<file path="config.mk">
export PLATFORM = sky130hd
export DESIGN_NAME = pll_dynphase_ctrl
export DESIGN_NICKNAME = d
export VERILOG_FILES = /design/src/rtl/pll_dynphase_ctrl.sv
export SDC_FILE = /design/constraint.sdc
export NUM_CORES = 1
export LEC_CHECK = 0
export CORE_MARGIN = 2
export CORE_UTILIZATION = 30
export CTS_BUF_LIST = sky130_fd_sc_hd__clkbuf_16
export CTS_CLUSTER_DIAMETER = 50
export DETAILED_ROUTE_END_ITERATION = 8
export DONT_BUFFER_PORTS = 1
export GPL_ROUTABILITY_DRIVEN = 0
export PLACE_DENSITY = 0.56
export REMOVE_ABC_BUFFERS = 1
export SKIP_CTS_REPAIR_TIMING = 1
export SYNTH_ARGS = -nofsm -noshare
export SYNTH_HDL_FRONTEND = slang
export SYNTH_SLANG_ARGS = --single-unit
</file>
<file path="constraint.sdc">
create_clock -name clock -period 2.4 [get_ports clock]
set_input_delay 0 -clock clock [delete_from_list [all_inputs] [get_ports clock]]
set_output_delay 0 -clock clock [all_outputs]
set_load 0.05 [all_outputs]
</file>
<file path="src/rtl/pll_dynphase_ctrl.sv">
// Dynamic-phase and reset sequencer for an ECP5 EHXPLLL: power-up reset, lock
// qualification, lock-loss recovery and multi-step PHASESTEP requests per output.
module pll_dynphase_ctrl #(
  parameter int unsigned NUM_OUT       = 4,
  parameter int unsigned STEP_WIDTH    = 4,
  parameter int unsigned POS_WIDTH     = 6,
  parameter int unsigned RST_CYCLES    = 16,
  parameter int unsigned LOCK_STABLE   = 1024,
  parameter int unsigned SETUP_CYCLES  = 2,
  parameter int unsigned PULSE_CYCLES  = 4,
  parameter int unsigned SETTLE_CYCLES = 8
) (
  input  logic                           clock,
  input  logic                           reset,
  input  logic                           pll_locked,
  input  logic                           req_valid,
  output logic                           req_ready,
  input  logic [1:0]                     req_chan,
  input  logic                           req_dir,
  input  logic [STEP_WIDTH-1:0]          req_steps,
  output logic                           done,
  output logic                           err,
  output logic                           pll_rst,
  output logic [1:0]                     phasesel,
  output logic                           phasedir,
  output logic                           phasestep,
  output logic                           phaseloadreg,
  output logic                           pll_ready,
  output logic [NUM_OUT*POS_WIDTH-1:0]   phase_pos,
  output logic [7:0]                     lock_loss_cnt
);

  localparam int unsigned CntMax = LOCK_STABLE + RST_CYCLES + SETUP_CYCLES + PULSE_CYCLES +
                                   SETTLE_CYCLES;
  localparam int unsigned CntW   = $clog2(CntMax);

  typedef enum logic [2:0] {
    StRstHold, StWaitLock, StIdle, StSetup, StPulse, StSettle
  } state_e;

  state_e                state_q, state_d;
  logic [CntW-1:0]       cnt_q, cnt_d;
  logic [STEP_WIDTH-1:0] steps_q, steps_d;
  logic [1:0]            sel_q, sel_d;
  logic                  dir_q, dir_d;
  logic                  done_q, done_d;
  logic                  err_q, err_d;
  logic [7:0]            loss_q, loss_d;
  logic [POS_WIDTH-1:0]  pos_q [NUM_OUT];
  logic [POS_WIDTH-1:0]  pos_d [NUM_OUT];
  logic                  lock_s1_q, lock_s_q;
  logic                  active;

  always_ff @(posedge clock or posedge reset) begin
    if (reset) begin
      lock_s1_q <= 1'b0;
      lock_s_q  <= 1'b0;
    end else begin
      lock_s1_q <= pll_locked;
      lock_s_q  <= lock_s1_q;
    end
  end

  always_ff @(posedge clock or posedge reset) begin
    if (reset) begin
      state_q <= StRstHold;
      cnt_q   <= '0;
      steps_q <= '0;
      sel_q   <= '0;
      dir_q   <= 1'b0;
      done_q  <= 1'b0;
      err_q   <= 1'b0;
      loss_q  <= '0;
      for (int c = 0; c < NUM_OUT; c++) pos_q[c] <= '0;
    end else begin
      state_q <= state_d;
      cnt_q   <= cnt_d;
      steps_q <= steps_d;
      sel_q   <= sel_d;
      dir_q   <= dir_d;
      done_q  <= done_d;
      err_q   <= err_d;
      loss_q  <= loss_d;
      pos_q   <= pos_d;
    end
  end

  assign active = (state_q == StIdle) || (state_q == StSetup) ||
                  (state_q == StPulse) || (state_q == StSettle);

  always_comb begin
    state_d = state_q;
    cnt_d   = cnt_q;
    steps_d = steps_q;
    sel_d   = sel_q;
    dir_d   = dir_q;
    done_d  = 1'b0;
    err_d   = 1'b0;
    loss_d  = loss_q;
    pos_d   = pos_q;
    if (active && !lock_s_q) begin
      // A PLL reset restores the static phases, so tracked positions restart at zero.
      state_d = StRstHold;
      cnt_d   = '0;
      if (loss_q != 8'hff) loss_d = loss_q + 8'd1;
      for (int c = 0; c < NUM_OUT; c++) pos_d[c] = '0;
    end else begin
      case (state_q)
        StRstHold: begin
          if (cnt_q == CntW'(RST_CYCLES - 1)) begin
            state_d = StWaitLock;
            cnt_d   = '0;
          end else begin
            cnt_d = cnt_q + CntW'(1);
          end
        end
        StWaitLock: begin
          if (!lock_s_q) begin
            cnt_d = '0;
          end else if (cnt_q == CntW'(LOCK_STABLE - 1)) begin
            state_d = StIdle;
            cnt_d   = '0;
          end else begin
            cnt_d = cnt_q + CntW'(1);
          end
        end
        StIdle: begin
          if (req_valid) begin
            if ({30'd0, req_chan} >= NUM_OUT) begin
              err_d = 1'b1;
            end else if (req_steps == '0) begin
              done_d = 1'b1;
            end else begin
              sel_d   = req_chan;
              dir_d   = req_dir;
              steps_d = req_steps;
              cnt_d   = '0;
              state_d = StSetup;
            end
          end
        end
        StSetup: begin
          if (cnt_q == CntW'(SETUP_CYCLES - 1)) begin
            state_d = StPulse;
            cnt_d   = '0;
          end else begin
            cnt_d = cnt_q + CntW'(1);
          end
        end
        StPulse: begin
          if (cnt_q == CntW'(PULSE_CYCLES - 1)) begin
            state_d = StSettle;
            cnt_d   = '0;
            steps_d = steps_q - STEP_WIDTH'(1);
            for (int c = 0; c < NUM_OUT; c++) begin
              if (sel_q == 2'(c)) begin
                pos_d[c] = dir_q ? pos_q[c] + POS_WIDTH'(1) : pos_q[c] - POS_WIDTH'(1);
              end
            end
          end else begin
            cnt_d = cnt_q + CntW'(1);
          end
        end
        StSettle: begin
          if (cnt_q == CntW'(SETTLE_CYCLES - 1)) begin
            cnt_d = '0;
            if (steps_q != '0) begin
              state_d = StSetup;
            end else begin
              state_d = StIdle;
              done_d  = 1'b1;
            end
          end else begin
            cnt_d = cnt_q + CntW'(1);
          end
        end
        default: begin
          state_d = StRstHold;
          cnt_d   = '0;
        end
      endcase
    end
  end

  // Pin-level outputs decode the state directly so reset or abort releases PHASESTEP at once.
  always_comb begin
    phase_pos = '0;
    for (int c = 0; c < NUM_OUT; c++) phase_pos[c*POS_WIDTH +: POS_WIDTH] = pos_q[c];
  end

  assign pll_rst       = (state_q == StRstHold);
  assign phasestep     = (state_q != StPulse);
  assign phaseloadreg  = 1'b1;
  assign phasesel      = sel_q;
  assign phasedir      = dir_q;
  assign req_ready     = (state_q == StIdle);
  assign pll_ready     = active;
  assign done          = done_q;
  assign err           = err_q;
  assign lock_loss_cnt = loss_q;

endmodule

</file>
=== Word-level counts from Yosys, hierarchy flattened ===
Cells that the tools add are included.

* Add/subtract/negate cells: 11
* Equal/unequal tests: 26
* Mux-type cells: 42
* Bitwise gates (word level): 2
* Reductions and logical operators: 25

{| class="wikitable"
|+ Operators with widths
! kind !! number
|-
| two-way mux 11 bit || 9
|-
| two-way mux 24 bit || 3
|-
| one-hot mux 11 bit (6 select lines) || 1
|-
| two-way mux 6 bit || 8
|-
| two-way mux 3 bit || 9
|-
| adder 6 x 1 -> 6 bit, second input constant || 4
|-
| subtractor 6 x 1 -> 6 bit, second input constant || 4
|-
| one-hot mux 3 bit (6 select lines) || 1
|-
| nonzero test 2 bit || 7
|-
| two-way mux 4 bit || 3
|-
| inequality test 3 x 1 -> 1 bit, second input constant || 4
|-
| inequality test 3 bit, second input constant || 4
|-
| AND reduction 3 bit || 4
|-
| adder 11 x 1 -> 11 bit, second input constant || 1
|-
| equality test 11 x 1 -> 1 bit, second input constant || 1
|-
| equality test 11 x 10 -> 1 bit, second input constant || 1
|-
| equality test 11 x 2 -> 1 bit, second input constant || 1
|-
| equality test 11 x 3 -> 1 bit, second input constant || 1
|-
| equality test 11 x 4 -> 1 bit, second input constant || 1
|-
| adder 8 x 1 -> 8 bit, second input constant || 1
|-
| inequality test 8 bit, second input constant || 1
|-
| one-hot mux 4 bit (2 select lines) || 1
|-
| AND reduction 8 bit || 1
|-
| equality test 3 x 2 -> 1 bit, second input constant || 2
|-
| other kinds (21) || 33
|}

* Register bits after elaboration: 56
* Input port bits: 11
* Output and inout bits: 42
* Word-level logic and storage cells: 119

=== Depth between registers and ports, before layout ===
* Depth after elaboration: 7
* Mapped depth: 9

=== Least setup slack after synthesis ===
Ideal clock, no wire load.

* Path kind: flip-flop to flip-flop
* Start point: register dir_q, in the netlist phasedir
* End point: register pos_q, in the netlist phase_pos[23]
* Library setup time: 67 ps
* Arrival time: 2990 ps
* Required time: 2333 ps
* Setup slack: -656 ps
* Cell stages (with the launch flop): 9
* Path through: dfrtp_1 > clkinv_1 > ha_1 > a21o_1 > a21oi_1 > o21ai_0 > xnor2_1 > or4_1 > nand2_1

* Cells in the longest elaborated chain, start to end: 5

{| class="wikitable"
|+ RTL lines
! what !! RTL line !! RTL
|-
| from (decl) || 45 || <nowiki>logic dir_q, dir_d;</nowiki>
|-
| from (signal assigned) || 80 || <nowiki>dir_q <= dir_d;</nowiki>
|-
| two-way mux 6 bit || 157 || <nowiki>pos_d[c] = dir_q ? pos_q[c] + POS_WIDTH'(1) : pos_q[c] - POS_WIDTH'(1);</nowiki>
|-
| two-way mux 6 bit || 156 || <nowiki>if (sel_q == 2'(c)) begin</nowiki>
|-
| two-way mux 24 bit || 151 || <nowiki>if (cnt_q == CntW'(PULSE_CYCLES - 1)) begin</nowiki>
|-
| two-way mux 24 bit || 108 || <nowiki>case (state_q)</nowiki>
|-
| two-way mux 24 bit || 101 || <nowiki>if (active && !lock_s_q) begin</nowiki>
|-
| to (signal assigned) || 84 || <nowiki>pos_q <= pos_d;</nowiki>
|-
| to (decl) || 49 || <nowiki>logic [POS_WIDTH-1:0] pos_q [NUM_OUT];</nowiki>
|}

No other way between the ends. The select of a mux whose other input is x is not followed.
A chain may end at the register's enable or synchronous reset.

=== Worst setup path in the final report ===
* Start point: register cnt_q[5]
* End point: register state_q[1]

* Cells in the longest elaborated chain, start to end: 3
* Elaborated cells between the ends (all ways): 11
* Classes of those cells: eq/ne: 10; reduce/logical: 1

{| class="wikitable"
|+ RTL lines
! what !! RTL line !! RTL
|-
| from (decl) || 42 || <nowiki>logic [CntW-1:0] cnt_q, cnt_d;</nowiki>
|-
| from (signal assigned) || 77 || <nowiki>cnt_q <= cnt_d;</nowiki>
|-
| equality test 11 x 10 -> 1 bit, or another cell as far along || 120 || <nowiki>end else if (cnt_q == CntW'(LOCK_STABLE - 1)) begin</nowiki>
|-
| inequality test 3 bit (no source line) or inequality test 3 x 1 -> 1 bit (tied branches) || - ||
|-
| AND reduction 8 bit (no source line) (*) || - ||
|-
| to (signal assigned) || 66 || <nowiki>state_q <= StRstHold;</nowiki>
|-
| to (signal assigned) || 76 || <nowiki>state_q <= state_d;</nowiki>
|-
| to (decl) || 41 || <nowiki>state_e state_q, state_d;</nowiki>
|}

Mark *: on every way between the ends. The rest lies on a longest branch, timed or not.

==> impl_metrics.json <==
{
  "seqCellArea_sq_um": 1400,
  "hold_start": "req_steps[3]",
  "p_sw_uw": 486,
  "crit_chain": "or4_4 > o31ai_4 > o311a_1 > o311a_2 > mux2_1 > o21ai_1",
  "wl_met1_mm": 3.75,
  "gr-total-overflow": 0,
  "highest_layer": "met4",
  "nFillCells": 1174,
  "die_h_um": 112,
  "crit_required_ps": 2630,
  "numCtsBuffers": 5,
  "cts-root-buf": "clkbuf_16",
  "clk_latency_ps": 310,
  "fin_util": 0.373,
  "drv_cap": 0,
  "drc_errors": 0,
  "period_share": 0.950,
  "cellInternalPower_uw": 1400,
  "layout_commonest_cell": "dfrtp_1",
  "grt_pass1_vias": 2913,
  "violations": "hold timing",
  "worst_path_largest_cell_delay_ps": 580,
  "setup_ws_ps": 120,
  "slowest_stage": "or4_4",
  "cts_max_level": 2,
  "ys_seq_area_frac": 0.398,
  "final_cell_mix": "dfrtp_1, buf_4, nor2_1",
  "rsz0062_at_grt": "no",
  "holdWs_ps": -50.4,
  "wl_met3_um": 465,
  "dp_slack_ps": 171,
  "cp_top_family": "compound AO/OA/AOI/OAI gates",
  "cp.buffers_inverters": 0,
  "start_util": 0.309,
  "seqPwrFrac": 0.514,
  "ios": 53,
  "portBuffers": 0,
  "multi_input_area_sq_um": 2000,
  "worstMarginPinSlew_ps": 727,
  "nets": 457,
  "synth_ff_type": "dfrtp_1",
  "synth_edf_count": 0,
  "syn-instance-count": 372,
  "combPwrFrac": 0.082,
  "n_antenna_cell": 0,
  "drive_gt1_frac": 0.180,
  "avgSynthCellArea_sq_um": 9.47,
  "holdPathEnd": "steps_q[3]",
  "row_count": 39,
  "fin_crit_ps": 2280,
  "timing.rr.start": "cnt_q[5]",
  "p_leak_uw": 0.00211,
  "ctsLongestPathBuffers": 2,
  "avgViaCountPerCell": 5.14,
  "drtPass1Iterations": 4,
  "antenna_found_initial": 0,
  "cp-start-kind": "flop",
  "arrival_ps": 2510,
  "crit_fanout": 7,
  "grt_max_degree": 30,
  "hold_depth": 2,
  "critPathCaptureType": "flop",
  "die_area_sq_um": 12600,
  "synthArstFlopShare": 1.00,
  "synth_warnings": 0,
  "path_clk_slew_ps": 80,
  "grt_pass1_wl_mm": 14.2,
  "p_per_area_nw_per_um2": 444,
  "num_vias": 2910,
  "min_path_type": "input pin to flop",
  "hold_viol_final": 2,
  "coreArea_sq_um": 11400,
  "drt_iter0_drc": 142,
  "finalClockSkew_ps": 11.0,
  "grt_usage": 0.138,
  "ant_nets": 0,
  "fmax_mhz": 439,
  "ys_ff_latch": 56,
  "irDropWorstVdd_uv": 352,
  "met2_length_mm": 4.07,
  "relSlewSlack": 0.515,
  "worstSetupPathType": "flop to flop",
  "syn_area_sq_um": 3520,
  "instances_no_fill": 566,
  "r2r-end": "state_q[1]",
  "sw_frac_of_total": 0.257,
  "cts_tree": "yes",
  "setup_viol": 0,
  "clock-sinks": 56,
  "areaGrowthSynthToFinish_pct": 20.8,
  "dieWidth_um": 112,
  "synthDistinctLibCells": 60,
  "p_clk_frac": 0.404,
  "reg2reg_slack_ps": 120,
  "routed_wl_mm": 8.38,
  "slew_viol_final": 0,
  "post_drt_wl_per_cell_um": 14.8,
  "reg2reg_depth": 6,
  "critical_path_depth": 6,
  "status": "finished with violations",
  "dp_hpwl_mm": 6.30,
  "dp.cells": 549
}
power by group through the flow:
stage	Sequential (uW)	Combinational [uW]	Clock [uW]
CTS	971	146	795
finish	971	156	763
global route	973	176	822
detailed placement	990	145	0
floorplan	994	95.7	0
global placement	989	141	0
cells by family after synthesis:
group / synth area share
other: 0.00213
adders and majority gates: 0.0937
DFF: 0.398
AOI/OAI and AO/OA: 0.172
muxes: 0.0359
buffers and inverters: 0.0415
and+or+nand+nor: 0.185
xor gates and xnor gates: 0.0721
worst reg2reg max path: stages, from the launching register on:
cell     delay [ps]
dfrtp_1         470
or4_4           580
o31ai_4         300
o311a_1         220
o311a_2         230
mux2_1          330
o21ai_1          70
worst max-delay path by stage:
stage                   from       endpoint  slack (ps)
floorplan           phasedir  phase_pos[23]        -660
global placement    cnt_q[5]     state_q[1]         210
detailed placement  cnt_q[5]     state_q[1]         170
global route        phasedir   phase_pos[5]           7
finish              cnt_q[5]     state_q[1]         120
CTS                 cnt_q[5]     state_q[1]         150
per-stage QoR:
stage | instance area, sq um | power [uW] | TNS, ps
finish | 4260 | 1890 | 0
global route | 4260 | 1970 | 0
CTS | 4160 | 1910 | 0
detailed placement | 4010 | 1130 | 0
global placement | 4010 | 1130 | 0
floorplan | 3460 | 1090 | -11080
flip-flops by register name, indices dropped and copies added (netlist names):
signal / flops
cnt_q: 11
done: 1
state_q: 3
steps_q: 4
lock_s_q: 1
phasedir: 1
lock_loss_cnt: 8
phasesel: 2
lock_s1_q: 1
phase_pos: 24
cell type report:
cell class                      count  area share
Sequential cell                    56       0.329
Inverter                           21      0.0185
Multi-Input combinational cell    281       0.470
Tap cell                          143      0.0420
Clock inverter                      3     0.00529
Clock buffer                        5      0.0294
Timing Repair Buffer               57       0.106
synthesized netlist by cell type (all sizes together) (2+ instances only):
master   n  area [sq um]
o211ai   3          22.5
mux2i    7          70.1
o311a    2          21.3
and3     5          31.3
nor2    36           135
o31a     2          17.5
a22o     3          26.3
mux2     5          56.3
a21oi   35           175
or4      6          48.8
nor3b    3          22.5
or3      6          37.5
a21o    13          97.6
clkbuf   7          26.3
nand4    6          52.6
nand2b   2          12.5
xnor2   19           166
a31oi    4          37.5
inv     20          75.1
or2      2          12.5
nand3   15          92.6
ha      20           250
xor2    10          87.6
nor4     4          31.3
nand2   27           101
conb     2          7.51
fa       4          80.1
buf      7          41.3
o21ai   19          95.1
dfrtp   56          1400
nor3     4          20.0
o311ai   2          17.5
per-layer routing:
layer  up-vias  track usage
met1      1413        0.177
met2        56        0.226
met5         -            0
met4         0       0.0439
met3        10       0.0421
li1       1431            -
(Power assumes the default switching activity.)
